`src/rtl/pic_pkg.sv`:
```
// Shared definitions for the PIC read/write control block: init FSM states,
// read-select encoding, registered bus strobe bundle and ICW/OCW bit positions.
package pic_pkg;

  // Initialisation sequence tracker
  typedef enum logic [1:0] {
    ST_READY     = 2'd0,
    ST_WAIT_ICW2 = 2'd1,
    ST_WAIT_ICW3 = 2'd2,
    ST_WAIT_ICW4 = 2'd3
  } init_state_e;

  // Register returned on an a0=0 read
  typedef enum logic {
    SEL_IRR = 1'b0,
    SEL_ISR = 1'b1
  } rd_sel_e;

  // CPU-side strobes and address, sampled together once per clock
  typedef struct packed {
    logic cs_n;
    logic rd_n;
    logic wr_n;
    logic a0;
    logic inta_n;
  } bus_strb_t;

  localparam bus_strb_t STRB_IDLE = '{cs_n: 1'b1, rd_n: 1'b1, wr_n: 1'b1, a0: 1'b0, inta_n: 1'b1};

  // ICW1 fields
  localparam int ICW1_IC4  = 0;
  localparam int ICW1_SNGL = 1;
  localparam int ICW1_SEL  = 4;
  // ICW2 vector base occupies bits 7:3
  localparam int ICW2_BASE_LSB = 3;
  // OCW2/OCW3 are told apart by bits 4:3
  localparam int OCW_SEL_LSB = 3;
  // OCW3 fields
  localparam int OCW3_RIS = 0;
  localparam int OCW3_RR  = 1;
  localparam int OCW3_P   = 2;

  // An a0=0 write with bit 4 set restarts initialisation from any state
  function automatic logic is_icw1(input logic a0, input logic [7:0] data);
    return !a0 && data[ICW1_SEL];
  endfunction

endpackage

```
`src/rtl/pic_rw_ctrl_if.sv`:
```
// CPU bus side of the PIC read/write control block: strobes, address,
// data in both directions and the data-bus buffer controls.
interface pic_rw_ctrl_if;

  logic       cs_n;
  logic       rd_n;
  logic       wr_n;
  logic       a0;
  logic       inta_n;
  logic [7:0] d_in;
  logic [7:0] d_out;
  logic       buf_en;
  logic       buf_dir;

  // CPU / bus driver side
  modport master (
    output cs_n, rd_n, wr_n, a0, inta_n, d_in,
    input  d_out, buf_en, buf_dir
  );

  // PIC control block side
  modport slave (
    input  cs_n, rd_n, wr_n, a0, inta_n, d_in,
    output d_out, buf_en, buf_dir
  );

endinterface

```
`src/rtl/pic_bus_sync.sv`:
```
// Registers the CPU strobes and a0 once per clock (the s-stage) and flags
// the wr_n rising edge and inta_n falling edge between consecutive samples.
module pic_bus_sync
  import pic_pkg::*;
(
  input  logic      clk,
  input  logic      rst_n,
  input  bus_strb_t strb_i,
  output bus_strb_t strb_s_o,
  output logic      wr_rise_o,
  output logic      inta_fall_o
);

  bus_strb_t strb_q;
  logic      wr_n_p_q;
  logic      inta_n_p_q;

  // Sample stage plus one-deep history for edge detection
  // NOTE: non-blocking assignments so every register sees the pre-edge values of the others.
  always_ff @(posedge clk or negedge rst_n) begin
    if (!rst_n) begin
      strb_q     <= STRB_IDLE;
      wr_n_p_q   <= 1'b1;
      inta_n_p_q <= 1'b1;
    end else begin
      strb_q     <= strb_i;
      wr_n_p_q   <= strb_q.wr_n;
      inta_n_p_q <= strb_q.inta_n;
    end
  end

  assign strb_s_o    = strb_q;
  assign wr_rise_o   = strb_q.wr_n & ~wr_n_p_q;
  assign inta_fall_o = ~strb_q.inta_n & inta_n_p_q;

endmodule

```
`src/rtl/pic_rw_ctrl.sv`:
```
// PIC read/write control: decodes CPU reads, writes and INTA cycles,
// runs the ICW1..ICW4 initialisation sequence, holds IMR/OCW2/read-select,
// and drives read data, interrupt vectors and the data-bus buffer controls.
// VEC_MODE86=1 returns {icw2_base, irq_id} on the second INTA pulse, 0 returns 8'h00.
// Optional feature macro PIC_POLL_CMD_EN: OCW3 bit 2 arms a one-shot poll read.
module pic_rw_ctrl
  import pic_pkg::*;
#(
  parameter bit VEC_MODE86 = 1'b1
) (
  input  logic                clk,
  input  logic                rst_n,
  pic_rw_ctrl_if.slave        bus,
  input  logic [7:0]          irr_i,
  input  logic [7:0]          isr_i,
  input  logic [2:0]          irq_id_i,
  input  logic                irq_valid_i,
  output logic [7:0]          imr_o,
  output logic [4:0]          icw2_base_o,
  output logic [7:0]          icw3_o,
  output logic [7:0]          icw4_o,
  output logic                init_done_o,
  output logic                init_clr_o,
  output logic                ocw2_stb_o,
  output logic [7:0]          ocw2_o,
  output logic                inta_ack_o
);

  bus_strb_t strb_raw;
  bus_strb_t s;
  logic      wr_rise;
  logic      inta_fall;

  assign strb_raw = '{cs_n: bus.cs_n, rd_n: bus.rd_n, wr_n: bus.wr_n, a0: bus.a0, inta_n: bus.inta_n};

  pic_bus_sync u_sync (
    .clk         (clk),
    .rst_n       (rst_n),
    .strb_i      (strb_raw),
    .strb_s_o    (s),
    .wr_rise_o   (wr_rise),
    .inta_fall_o (inta_fall)
  );

  // Configuration / FSM state
  init_state_e state_q, state_d;
  logic [7:0]  imr_q, imr_d;
  logic [4:0]  base_q, base_d;
  logic [7:0]  icw3_q, icw3_d;
  logic [7:0]  icw4_q, icw4_d;
  logic        sngl_q, sngl_d;
  logic        ic4_q, ic4_d;
  logic        init_done_q, init_done_d;
  rd_sel_e     sel_q, sel_d;
  logic [7:0]  ocw2_q, ocw2_d;
  logic        ocw2_stb_q, ocw2_stb_d;
  logic        init_clr_q, init_clr_d;

  // Bus datapath state
  logic [7:0]  din_s_q;
  logic [7:0]  wdata_q, wdata_d;
  logic        wa0_q, wa0_d;
  logic        wr_act_q;
  logic [1:0]  inta_cnt_q, inta_cnt_d;
  logic        inta_drv_q, inta_drv_d;
  logic        inta_ack_q, inta_ack_d;
  logic [7:0]  d_out_q, d_out_d;
  logic        buf_en_q, buf_en_d;
  logic        buf_dir_q, buf_dir_d;

`ifdef PIC_POLL_CMD_EN
  logic        poll_set;
  logic        poll_clr;
  logic        poll_arm_q, poll_arm_d;
  logic        poll_rd_q, poll_rd_d;
  logic        rd_act_q;
  logic        rd_end;
`else
  // Without poll support the pending-request flag has no consumer here
  logic        unused_irq_valid;
  assign unused_irq_valid = irq_valid_i;
`endif

  // Cycle decode from the s-stage; an accepted INTA cycle masks rd/wr decode
  logic inta_act;
  logic read_act;
  logic write_act;
  logic commit;

  assign inta_act  = ~s.inta_n & init_done_q;
  assign read_act  = ~inta_act & ~s.cs_n & ~s.rd_n & s.wr_n;
  assign write_act = ~inta_act & ~s.cs_n & ~s.wr_n & s.rd_n;
  // A write lands when wr_n releases after a clean (rd_n high, cs_n low) write cycle
  assign commit    = wr_rise & wr_act_q;

`ifdef PIC_POLL_CMD_EN
  assign rd_end = rd_act_q & ~read_act;
`endif

  // Initialisation FSM and command-register updates on each committed write
  // NOTE: every variable gets its hold value first so no path leaves one unassigned (no latches).
  always_comb begin
    state_d     = state_q;
    imr_d       = imr_q;
    base_d      = base_q;
    icw3_d      = icw3_q;
    icw4_d      = icw4_q;
    sngl_d      = sngl_q;
    ic4_d       = ic4_q;
    init_done_d = init_done_q;
    sel_d       = sel_q;
    ocw2_d      = ocw2_q;
    ocw2_stb_d  = 1'b0;
    init_clr_d  = 1'b0;
`ifdef PIC_POLL_CMD_EN
    poll_set    = 1'b0;
    poll_clr    = 1'b0;
`endif
    if (commit) begin
      if (is_icw1(wa0_q, wdata_q)) begin
        imr_d       = 8'h00;
        sel_d       = SEL_IRR;
        init_done_d = 1'b0;
        init_clr_d  = 1'b1;
        sngl_d      = wdata_q[ICW1_SNGL];
        ic4_d       = wdata_q[ICW1_IC4];
        state_d     = ST_WAIT_ICW2;
`ifdef PIC_POLL_CMD_EN
        poll_clr    = 1'b1;
`endif
      end else begin
        case (state_q)
          ST_WAIT_ICW2: begin
            if (wa0_q) begin
              base_d = wdata_q[7:ICW2_BASE_LSB];
              if (!sngl_q) begin
                state_d = ST_WAIT_ICW3;
              end else if (ic4_q) begin
                state_d = ST_WAIT_ICW4;
              end else begin
                state_d     = ST_READY;
                init_done_d = 1'b1;
              end
            end
          end
          ST_WAIT_ICW3: begin
            if (wa0_q) begin
              icw3_d = wdata_q;
              if (ic4_q) begin
                state_d = ST_WAIT_ICW4;
              end else begin
                state_d     = ST_READY;
                init_done_d = 1'b1;
              end
            end
          end
          ST_WAIT_ICW4: begin
            if (wa0_q) begin
              icw4_d      = wdata_q;
              state_d     = ST_READY;
              init_done_d = 1'b1;
            end
          end
          default: begin
            if (wa0_q) begin
              imr_d = wdata_q;
            end else if (wdata_q[OCW_SEL_LSB +: 2] == 2'b00) begin
              ocw2_d     = wdata_q;
              ocw2_stb_d = 1'b1;
            end else if (wdata_q[OCW_SEL_LSB +: 2] == 2'b01) begin
              if (wdata_q[OCW3_RR]) begin
                sel_d = rd_sel_e'(wdata_q[OCW3_RIS]);
              end
`ifdef PIC_POLL_CMD_EN
              poll_set = wdata_q[OCW3_P];
`endif
            end
          end
        endcase
      end
    end
  end

  // Write capture, INTA sequencing, read data and buffer control
  always_comb begin
    wdata_d    = wdata_q;
    wa0_d      = wa0_q;
    inta_cnt_d = inta_cnt_q;
    inta_drv_d = inta_act & inta_drv_q;
    inta_ack_d = 1'b0;
    d_out_d    = d_out_q;
    buf_en_d   = 1'b0;
    buf_dir_d  = 1'b0;
`ifdef PIC_POLL_CMD_EN
    poll_arm_d = poll_arm_q;
    poll_rd_d  = poll_rd_q;
`endif

    if (write_act) begin
      wdata_d = din_s_q;
      wa0_d   = s.a0;
    end

    // First pulse only counts; the second one returns the vector
    if (inta_fall && init_done_q) begin
      if (inta_cnt_q == 2'd1) begin
        inta_cnt_d = 2'd0;
        inta_drv_d = 1'b1;
        inta_ack_d = 1'b1;
        d_out_d    = VEC_MODE86 ? {base_q, irq_id_i} : 8'h00;
      end else begin
        inta_cnt_d = inta_cnt_q + 2'd1;
      end
    end

    if (inta_act) begin
      buf_en_d  = inta_drv_d;
      buf_dir_d = inta_drv_d;
    end else if (read_act) begin
      buf_en_d  = 1'b1;
      buf_dir_d = 1'b1;
      if (s.a0) begin
        d_out_d = imr_q;
      end else begin
        d_out_d = (sel_q == SEL_ISR) ? isr_i : irr_i;
      end
    end else if (write_act) begin
      buf_en_d = 1'b1;
    end

`ifdef PIC_POLL_CMD_EN
    if (poll_set) begin
      poll_arm_d = 1'b1;
    end
    if (poll_clr) begin
      poll_arm_d = 1'b0;
      poll_rd_d  = 1'b0;
    end
    if (read_act && poll_arm_q && !s.a0) begin
      d_out_d   = {irq_valid_i, 4'b0000, irq_id_i};
      poll_rd_d = 1'b1;
    end
    if (rd_end && poll_rd_q) begin
      poll_arm_d = 1'b0;
      poll_rd_d  = 1'b0;
      if (irq_valid_i) begin
        inta_ack_d = 1'b1;
      end
    end
`endif
  end

  // State registers
  always_ff @(posedge clk or negedge rst_n) begin
    if (!rst_n) begin
      state_q     <= ST_READY;
      imr_q       <= 8'hFF;
      base_q      <= 5'd0;
      icw3_q      <= 8'h00;
      icw4_q      <= 8'h00;
      sngl_q      <= 1'b0;
      ic4_q       <= 1'b0;
      init_done_q <= 1'b0;
      sel_q       <= SEL_IRR;
      ocw2_q      <= 8'h00;
      ocw2_stb_q  <= 1'b0;
      init_clr_q  <= 1'b0;
      din_s_q     <= 8'h00;
      wdata_q     <= 8'h00;
      wa0_q       <= 1'b0;
      wr_act_q    <= 1'b0;
      inta_cnt_q  <= 2'd0;
      inta_drv_q  <= 1'b0;
      inta_ack_q  <= 1'b0;
      d_out_q     <= 8'h00;
      buf_en_q    <= 1'b0;
      buf_dir_q   <= 1'b0;
    end else begin
      state_q     <= state_d;
      imr_q       <= imr_d;
      base_q      <= base_d;
      icw3_q      <= icw3_d;
      icw4_q      <= icw4_d;
      sngl_q      <= sngl_d;
      ic4_q       <= ic4_d;
      init_done_q <= init_done_d;
      sel_q       <= sel_d;
      ocw2_q      <= ocw2_d;
      ocw2_stb_q  <= ocw2_stb_d;
      init_clr_q  <= init_clr_d;
      din_s_q     <= bus.d_in;
      wdata_q     <= wdata_d;
      wa0_q       <= wa0_d;
      wr_act_q    <= write_act;
      inta_cnt_q  <= inta_cnt_d;
      inta_drv_q  <= inta_drv_d;
      inta_ack_q  <= inta_ack_d;
      d_out_q     <= d_out_d;
      buf_en_q    <= buf_en_d;
      buf_dir_q   <= buf_dir_d;
    end
  end

`ifdef PIC_POLL_CMD_EN
  // Poll arming and read tracking
  always_ff @(posedge clk or negedge rst_n) begin
    if (!rst_n) begin
      poll_arm_q <= 1'b0;
      poll_rd_q  <= 1'b0;
      rd_act_q   <= 1'b0;
    end else begin
      poll_arm_q <= poll_arm_d;
      poll_rd_q  <= poll_rd_d;
      rd_act_q   <= read_act;
    end
  end
`endif

  assign bus.d_out   = d_out_q;
  assign bus.buf_en  = buf_en_q;
  assign bus.buf_dir = buf_dir_q;
  assign imr_o       = imr_q;
  assign icw2_base_o = base_q;
  assign icw3_o      = icw3_q;
  assign icw4_o      = icw4_q;
  assign init_done_o = init_done_q;
  assign init_clr_o  = init_clr_q;
  assign ocw2_stb_o  = ocw2_stb_q;
  assign ocw2_o      = ocw2_q;
  assign inta_ack_o  = inta_ack_q;

endmodule

```
`src/flat_wrapper.sv`:
```
// flat-port wrapper written by rule: the top's interface ports become plain ports
module pic_rw_ctrl_flat import pic_pkg::*;
#(
  parameter bit VEC_MODE86 = 1'b1
)
  (clk, rst_n, irr_i, isr_i, irq_id_i, irq_valid_i, imr_o, icw2_base_o, icw3_o, icw4_o, init_done_o, init_clr_o, ocw2_stb_o, ocw2_o, inta_ack_o, bus_cs_n, bus_rd_n, bus_wr_n, bus_a0, bus_inta_n, bus_d_in, bus_d_out, bus_buf_en, bus_buf_dir);
  pic_rw_ctrl_if bus_i ();
  input  logic clk;
  input  logic rst_n;
  input  logic [7:0] irr_i;
  input  logic [7:0] isr_i;
  input  logic [2:0] irq_id_i;
  input  logic irq_valid_i;
  output logic [7:0] imr_o;
  output logic [4:0] icw2_base_o;
  output logic [7:0] icw3_o;
  output logic [7:0] icw4_o;
  output logic init_done_o;
  output logic init_clr_o;
  output logic ocw2_stb_o;
  output logic [7:0] ocw2_o;
  output logic inta_ack_o;
  input wire logic [$bits(bus_i.cs_n)-1:0] bus_cs_n;
  input wire logic [$bits(bus_i.rd_n)-1:0] bus_rd_n;
  input wire logic [$bits(bus_i.wr_n)-1:0] bus_wr_n;
  input wire logic [$bits(bus_i.a0)-1:0] bus_a0;
  input wire logic [$bits(bus_i.inta_n)-1:0] bus_inta_n;
  input wire logic [$bits(bus_i.d_in)-1:0] bus_d_in;
  output wire logic [$bits(bus_i.d_out)-1:0] bus_d_out;
  output wire logic [$bits(bus_i.buf_en)-1:0] bus_buf_en;
  output wire logic [$bits(bus_i.buf_dir)-1:0] bus_buf_dir;
  assign bus_i.cs_n = bus_cs_n;
  assign bus_i.rd_n = bus_rd_n;
  assign bus_i.wr_n = bus_wr_n;
  assign bus_i.a0 = bus_a0;
  assign bus_i.inta_n = bus_inta_n;
  assign bus_i.d_in = bus_d_in;
  assign bus_d_out = bus_i.d_out;
  assign bus_buf_en = bus_i.buf_en;
  assign bus_buf_dir = bus_i.buf_dir;
  pic_rw_ctrl #(.VEC_MODE86(VEC_MODE86)) u_core (.clk(clk), .rst_n(rst_n), .bus(bus_i), .irr_i(irr_i), .isr_i(isr_i), .irq_id_i(irq_id_i), .irq_valid_i(irq_valid_i), .imr_o(imr_o), .icw2_base_o(icw2_base_o), .icw3_o(icw3_o), .icw4_o(icw4_o), .init_done_o(init_done_o), .init_clr_o(init_clr_o), .ocw2_stb_o(ocw2_stb_o), .ocw2_o(ocw2_o), .inta_ack_o(inta_ack_o));
endmodule
```
`config.mk`:
```
export PLATFORM = sky130hd
export DESIGN_NAME = pic_rw_ctrl_flat
export DESIGN_NICKNAME = d
export VERILOG_FILES = /design/src/rtl/pic_pkg.sv /design/src/rtl/pic_rw_ctrl_if.sv /design/src/rtl/pic_bus_sync.sv /design/src/rtl/pic_rw_ctrl.sv /design/src/flat_wrapper.sv
export SDC_FILE = /design/constraint.sdc
export NUM_CORES = 1
export LEC_CHECK = 0
export CAP_MARGIN = 20
export CORE_UTILIZATION = 45
export DETAILED_ROUTE_END_ITERATION = 8
export GPL_TIMING_DRIVEN = 0
export PLACE_DENSITY_LB_ADDON = 0.2
export SETUP_SLACK_MARGIN = 0.2
export SLEW_MARGIN = 30
export SYNTH_ARGS = -nofsm -noshare
export SYNTH_HDL_FRONTEND = slang
export SYNTH_SLANG_ARGS = --single-unit
```
`constraint.sdc`:
```
create_clock -name clk -period 2.17 [get_ports clk]
set_input_delay 0.3255 -clock clk [delete_from_list [all_inputs] [get_ports clk]]
set_output_delay 0.3255 -clock clk [all_outputs]
set_load 0.05 [all_outputs]
```
==> results.yml <==
run_status:
  outcome: "finished clean"
die:
  die_area_um2: 7870
  dieHeight_um: 88.7
  fp-row-count: 31
  core_region_area_um2: 7250
  ios: 86
  initial_core_util_pct: 46.6
  die_w_um: 88.7
yosys:
  syn_area_um2: 3380
  synth-seq-area-share_pct: 62.6
  synth_top_area_cell: "dfrtp_1"
  synth_common_cells: "70 x dfrtp_1, 31 x mux2_2, 23 x nand2_1, 19 x o21ai_0, 18 x mux2i_1"
  yosys.cell_types.count: 37
  netlist_instances: 248
  ys_ff_latch: 84
  async_flop_share_pct: 100
  ys_warn_count: 0
  synth_area_per_cell_um2: 13.6
  syn_nets: 287
  synth.most_common_cell: "dfrtp_1"
  yosys-top-cells-area: "dfrtp_1 52%, dfstp_2 11%, mux2_2 10%"
  synth_ff_type: "dfrtp_1"
  synth_top_area_share_pct: 51.8
  synth_edf_count: 0
sta:
  maxSlewHeadroom_pct: 63.5
  final-max-slew-violation-count: 0
  min_period_over_period_pct: 87.6
  fmax_mhz: 526
  setup_violations: 0
  rsz0062_at_grt: "no"
  tightest_slew_ns: 0.546
  skew_ns: 0.00951
  fin_ws_ns: 0.269
  tns_ns: 0
  whs_ns: 0.368
  hold_viol_final: 0
  post-route-min-period_ns: 1.90
clocking:
  clk_latency_ns: 0.34
  clock-root-buffer: "clkbuf_8"
  cts_setup_buffers: 0
  htreeDepth: 3
  cts_tree: "done"
  cts_sinks: 84
  path_clk_slew_ns: 0.09
  cts_buffer_depth: 2
  cts_made_buffers: 9
grt:
  grt-busiest-layer: "met2"
  antenna_found_initial: 0
  grt_pass1_vias: 2266
  use_met3_pct: 5.04
  globalRoute.totalOverflow: 0
  met1_usage_pct: 25.4
  global_route.usage.total_pct: 18.9
  grt_max_degree: 59
  use_met2_pct: 29.7
  grt_pass1_wl_um: 11100
worst_setup_path:
  worstPathArrival_ns: 1.58
  crit_family: "buffers and inverters"
  slowest_delay_ns: 0.82
  cpMaxStageDelayCell: "clkdlybuf4s50_1"
  worst_ep_required_time_ns: 1.84
  r2r_setup_slack_ns: 0.36
  cp_cell_sequence: "clkdlybuf4s50_1"
  worstSetupEndpointType: "output port"
  startpoint_type: "flop"
  path_class: "reg2out"
  critPathMaxFanout: 3
  path_buf_inv: 1
drt:
  vias: 2255
  firstDrtPassIters: 4
  wl_um: 6930
  via_per_inst: 5.02
  first_iter_violations: 145
  ant_nets: 0
  drc_errors: 0
  wl_per_cell_um: 15.4
place:
  io_buffers: 84
  place_congestion: 0.828
  dp_hpwl_um: 4860
  dpl_worst_slack_ns: 0.283
  place_inst: 432
final_layout:
  multi_input_area_um2: 1180
  drive_gt1_share_pct: 23.1
  diodes: 0
  area_growth_pct: 35.8
  layout.nets: 384
  seq_area_um2: 2120
  fill_cells: 594
  fin_cells: 449
flow_run:
  drv_cap: 0
power_and_ir_drop:
  max-vdd-ir-drop_mv: 0.620
  power.total_uw: 5170
  cellLeakagePower_uw: 0.00206
  power.density_nw_per_um2: 1130
min_path:
  min_path_type: "reg2reg"
## per-stage QoR
step           utilization (%)  instance area (um^2)
6_report                  63.3                  4590
5_1_grt                   63.3                  4590
4_1_cts                   63.2                  4590
3_5_place_dp              60.3                  4380
3_3_place_gp              59.9                  4350
2_1_floorplan                -                  3380
## per-layer routing
metal  up-vias  share of wire, %
met1      1130                46
met3         6               5.8
met2        59                47
met5         -                 0
met4         0               1.0
li1       1060                 -
## layout make-up
type	count	area share, %
tap	99	2.70
inverter	7	0.572
sequential	84	46.1
clock buffer	10	3.00
clock inverter	6	1.58
multi-input combinational	145	25.7
buffer	12	1.42
timing repair buffer	86	18.9
## power breakdown
group | total (uW) | switching, uW | internal (uW)
sequential | 2200 | 278 | 1920
combinational | 1830 | 1140 | 692
clock | 1140 | 567 | 575
## cells by family (layout without fill, tap and decap cells)
group	after synthesis	count (layout)	synth area share, %
muxes	55	55	18.3
and+or+nand+nor	50	50	7.88
DFF	84	84	62.6
xor gates and xnor gates	1	1	0.259
AOI/OAI and AO/OA	35	35	6.73
adders and majority gates	4	4	1.48
buffers and inverters	19	121	2.70
## cell usage in the layout (no fill, tap or decap), drive strengths merged, types with 2 or more instances in the layout
cell,instances
a22o,7
dfstp,14
and2,2
mux2,37
and3,3
clkinv,4
a31oi,2
clkdlybuf4s50,75
mux2i,18
inv,8
buf,9
nor2,7
nand3,3
o21ai,19
nor4b,2
nand2,23
ha,4
dfrtp,70
clkbuf,15
nor3b,2
or3,3
dlygate4sd2,8
## timing repair
item                                    CTS  global route
gates resized for setup                   8             1
endpoints found under the setup margin    8             9
endpoints found under the hold margin    22             0
hold buffers                              1             0
## sequential cells by signal, indices dropped and copies added, names as in the netlist, 2 cells and up
signal                  cells
u_core.wdata_q              8
u_core.icw2_base_o          5
u_core.imr_o                8
u_core.inta_cnt_q           2
u_core.din_s_q              8
u_core.state_q              2
u_core.bus.d_out            8
u_core.u_sync.strb_s_o      5
u_core.icw4_o               8
u_core.icw3_o               8
u_core.ocw2_o               8
## path summary, 6_finish.rpt
kind,startpoint,to,cells after the start
max in group asynchronous,rst_n,u_core.imr_o[7],3
hold / removal,u_core.u_sync.strb_s_o[0],u_core.u_sync.inta_n_p_q,0
hold reg to reg,u_core.u_sync.strb_s_o[0],u_core.u_sync.inta_n_p_q,0
setup / recovery,u_core.icw2_base_o[3],icw2_base_o[3],1
min in group asynchronous,rst_n,u_core.inta_cnt_q[1],2
setup reg to reg,u_core.u_sync.strb_s_o[0],u_core.wdata_q[7],4
Note: power is estimated with default switching activity, not from simulation.
==> RTL edit, RTL diff (same flow settings) <==
`din_s_q` no longer has a reset.
--- a/src/rtl/pic_rw_ctrl.sv
+++ b/src/rtl/pic_rw_ctrl.sv
@@ -266,5 +266,4 @@
       ocw2_stb_q  <= 1'b0;
       init_clr_q  <= 1'b0;
-      din_s_q     <= 8'h00;
       wdata_q     <= 8'h00;
       wa0_q       <= 1'b0;
@@ -289,5 +288,4 @@
       ocw2_stb_q  <= ocw2_stb_d;
       init_clr_q  <= init_clr_d;
-      din_s_q     <= bus.d_in;
       wdata_q     <= wdata_d;
       wa0_q       <= wa0_d;
@@ -300,4 +298,8 @@
       buf_dir_q   <= buf_dir_d;
     end
+  end
+
+  always_ff @(posedge clk) begin
+    din_s_q <= bus.d_in;
   end
 
Check against the original RTL: same outputs for any inputs over 4 cycles, from zero or initial values and one cycle with rst_n low; that may be too few to reach the edited logic, so the function may still have changed.
==> RTL edit against the unedited design <==
- sequential cell count is the same
- synthesized cell count unchanged
- clock power shrank 14%
- wire length is 3.6% lower
- worst setup slack improved by 0.028 ns
- total power down 3.3%
- via count down 1.3%
- final area decreased by 1.9%
- area after synthesis is 1.2% lower
- critical path type unchanged
- largest cell class unchanged
- largest power group unchanged
- highest routed layer unchanged
==> RTL edit: results (changes against the unedited design) <==
dp_worst_setup_slack_ns: 0.277  # -0.00535 ns
clock-skew-final_ns: 0.00977  # +0.000264 ns
num-fill-cells: 595  # +0.17%
firstDrtPassIters: 6  # +2
arrival_ns: 1.55  # -0.03 ns
routabilityCongestion: 0.818  # -1.2%
maximum_vdd_ir_drop_mv: 0.522  # -16%
grt_first_pass_wirelength_mm: 10.9  # -1.3%
asyncSetResetFlopFracSynth_pct: 90.5  # -9.5 points
route.final.wire_length_mm: 6.68  # -3.6%
status: "complete, no violations"
placed_cell_area_um2: 4330  # -1.2%
critPathCapture: "icw2_base_o[4]"
slew_headroom_pct: 64.6  # +1.2 points
grt_max_degree: 40  # -32%
iteration_0_drc_count_of_the_detailed_router: 140  # -3.4%
total_leakage_power_uw: 0.00202  # -2.2%
distinct_cell_type_count_of_the_synthesized_netlist: 38  # +2.7%
ys_top_cells_by_area: "sky130_fd_sc_hd__dfrtp_1, sky130_fd_sc_hd__dfstp_2, sky130_fd_sc_hd__mux2_2"
place.detailed.hpwl_mm: 4.71  # -3.1%
flow.area_growth_from_synthesis_pct: 34.8
crit-reg2reg-launch: "u_core.state_q[0]$_DFFE_PN0P_"
synthTopCellsByCount: "sky130_fd_sc_hd__dfrtp_1, sky130_fd_sc_hd__mux2_2, sky130_fd_sc_hd__nand2_1, sky130_fd_sc_hd__o21ai_0, sky130_fd_sc_hd__mux2i_1"
netSwitchingFraction_pct: 39.4  # +0.99 points
finalNonFillerCells: 449  # unchanged
via_per_inst: 4.96  # -1.3%
critical_path.reg2reg.endpoint: "u_core.state_q[1]$_DFFE_PN0P_"
RTL edit: metal layers:
metal / wire [um] / vias to the layer above / global-route usage (%)
met4: 68 / 0 / 7.48
met5: 0 / - / 0
met2: 3100 / 64 / 28.5
met3: 398 / 6 / 4.34
met1: 3110 / 1095 / 26.2
li1: - / 1061 / -
RTL edit: final cells by class:
type	count	share of cell area [%]
inverter	7	0.583
buffer	12	1.44
timing repair buffer	86	19.1
tap	99	2.75
clock buffer	9	2.75
sequential	84	46.2
clock inverter	7	1.11
multi-input combinational	145	26.2
RTL edit: cells by family (layout without fill, tap and decap cells):
| group | after synthesis | after routing | share of synthesized area, % |
|---|---|---|---|
| XOR/XNOR | 1 | 1 | 0.262 |
| AND/OR/NAND/NOR | 50 | 50 | 7.97 |
| adder cells (fa/ha/maj) | 4 | 4 | 1.50 |
| flip-flops | 84 | 84 | 62.2 |
| buffers and inverters | 19 | 121 | 2.73 |
| multiplexers | 55 | 55 | 18.5 |
| AO/OA/AOI/OAI | 35 | 35 | 6.81 |
RTL edit: worst min-delay path by stage:
stage / endpoint / slack (ns) / depth (start not counted)
3_3_place_gp: u_core.u_sync.inta_n_p_q$_DFF_PN1_ / 0.35 / 0
6_report: u_core.u_sync.inta_n_p_q$_DFF_PN1_ / 0.36 / 0
2_1_floorplan: u_core.bus.buf_dir$_DFF_PN0_ / 0.03 / 0
5_1_grt: u_core.u_sync.wr_n_p_q$_DFF_PN1_ / 0.37 / 0
3_5_place_dp: u_core.inta_cnt_q[1]$_DFFE_PN0N_ / 0.33 / 1
4_1_cts: u_core.u_sync.strb_s_o[0]$_DFF_PN1_ / 0.37 / 1
RTL edit: timing repair:
action                                  4_1_cts  5_1_grt
hold endpoints to repair                     32        0
hold buffers                                  1        0
resized for setup                             8        1
endpoints found under the setup margin        8        9
buffers inserted                              0        0
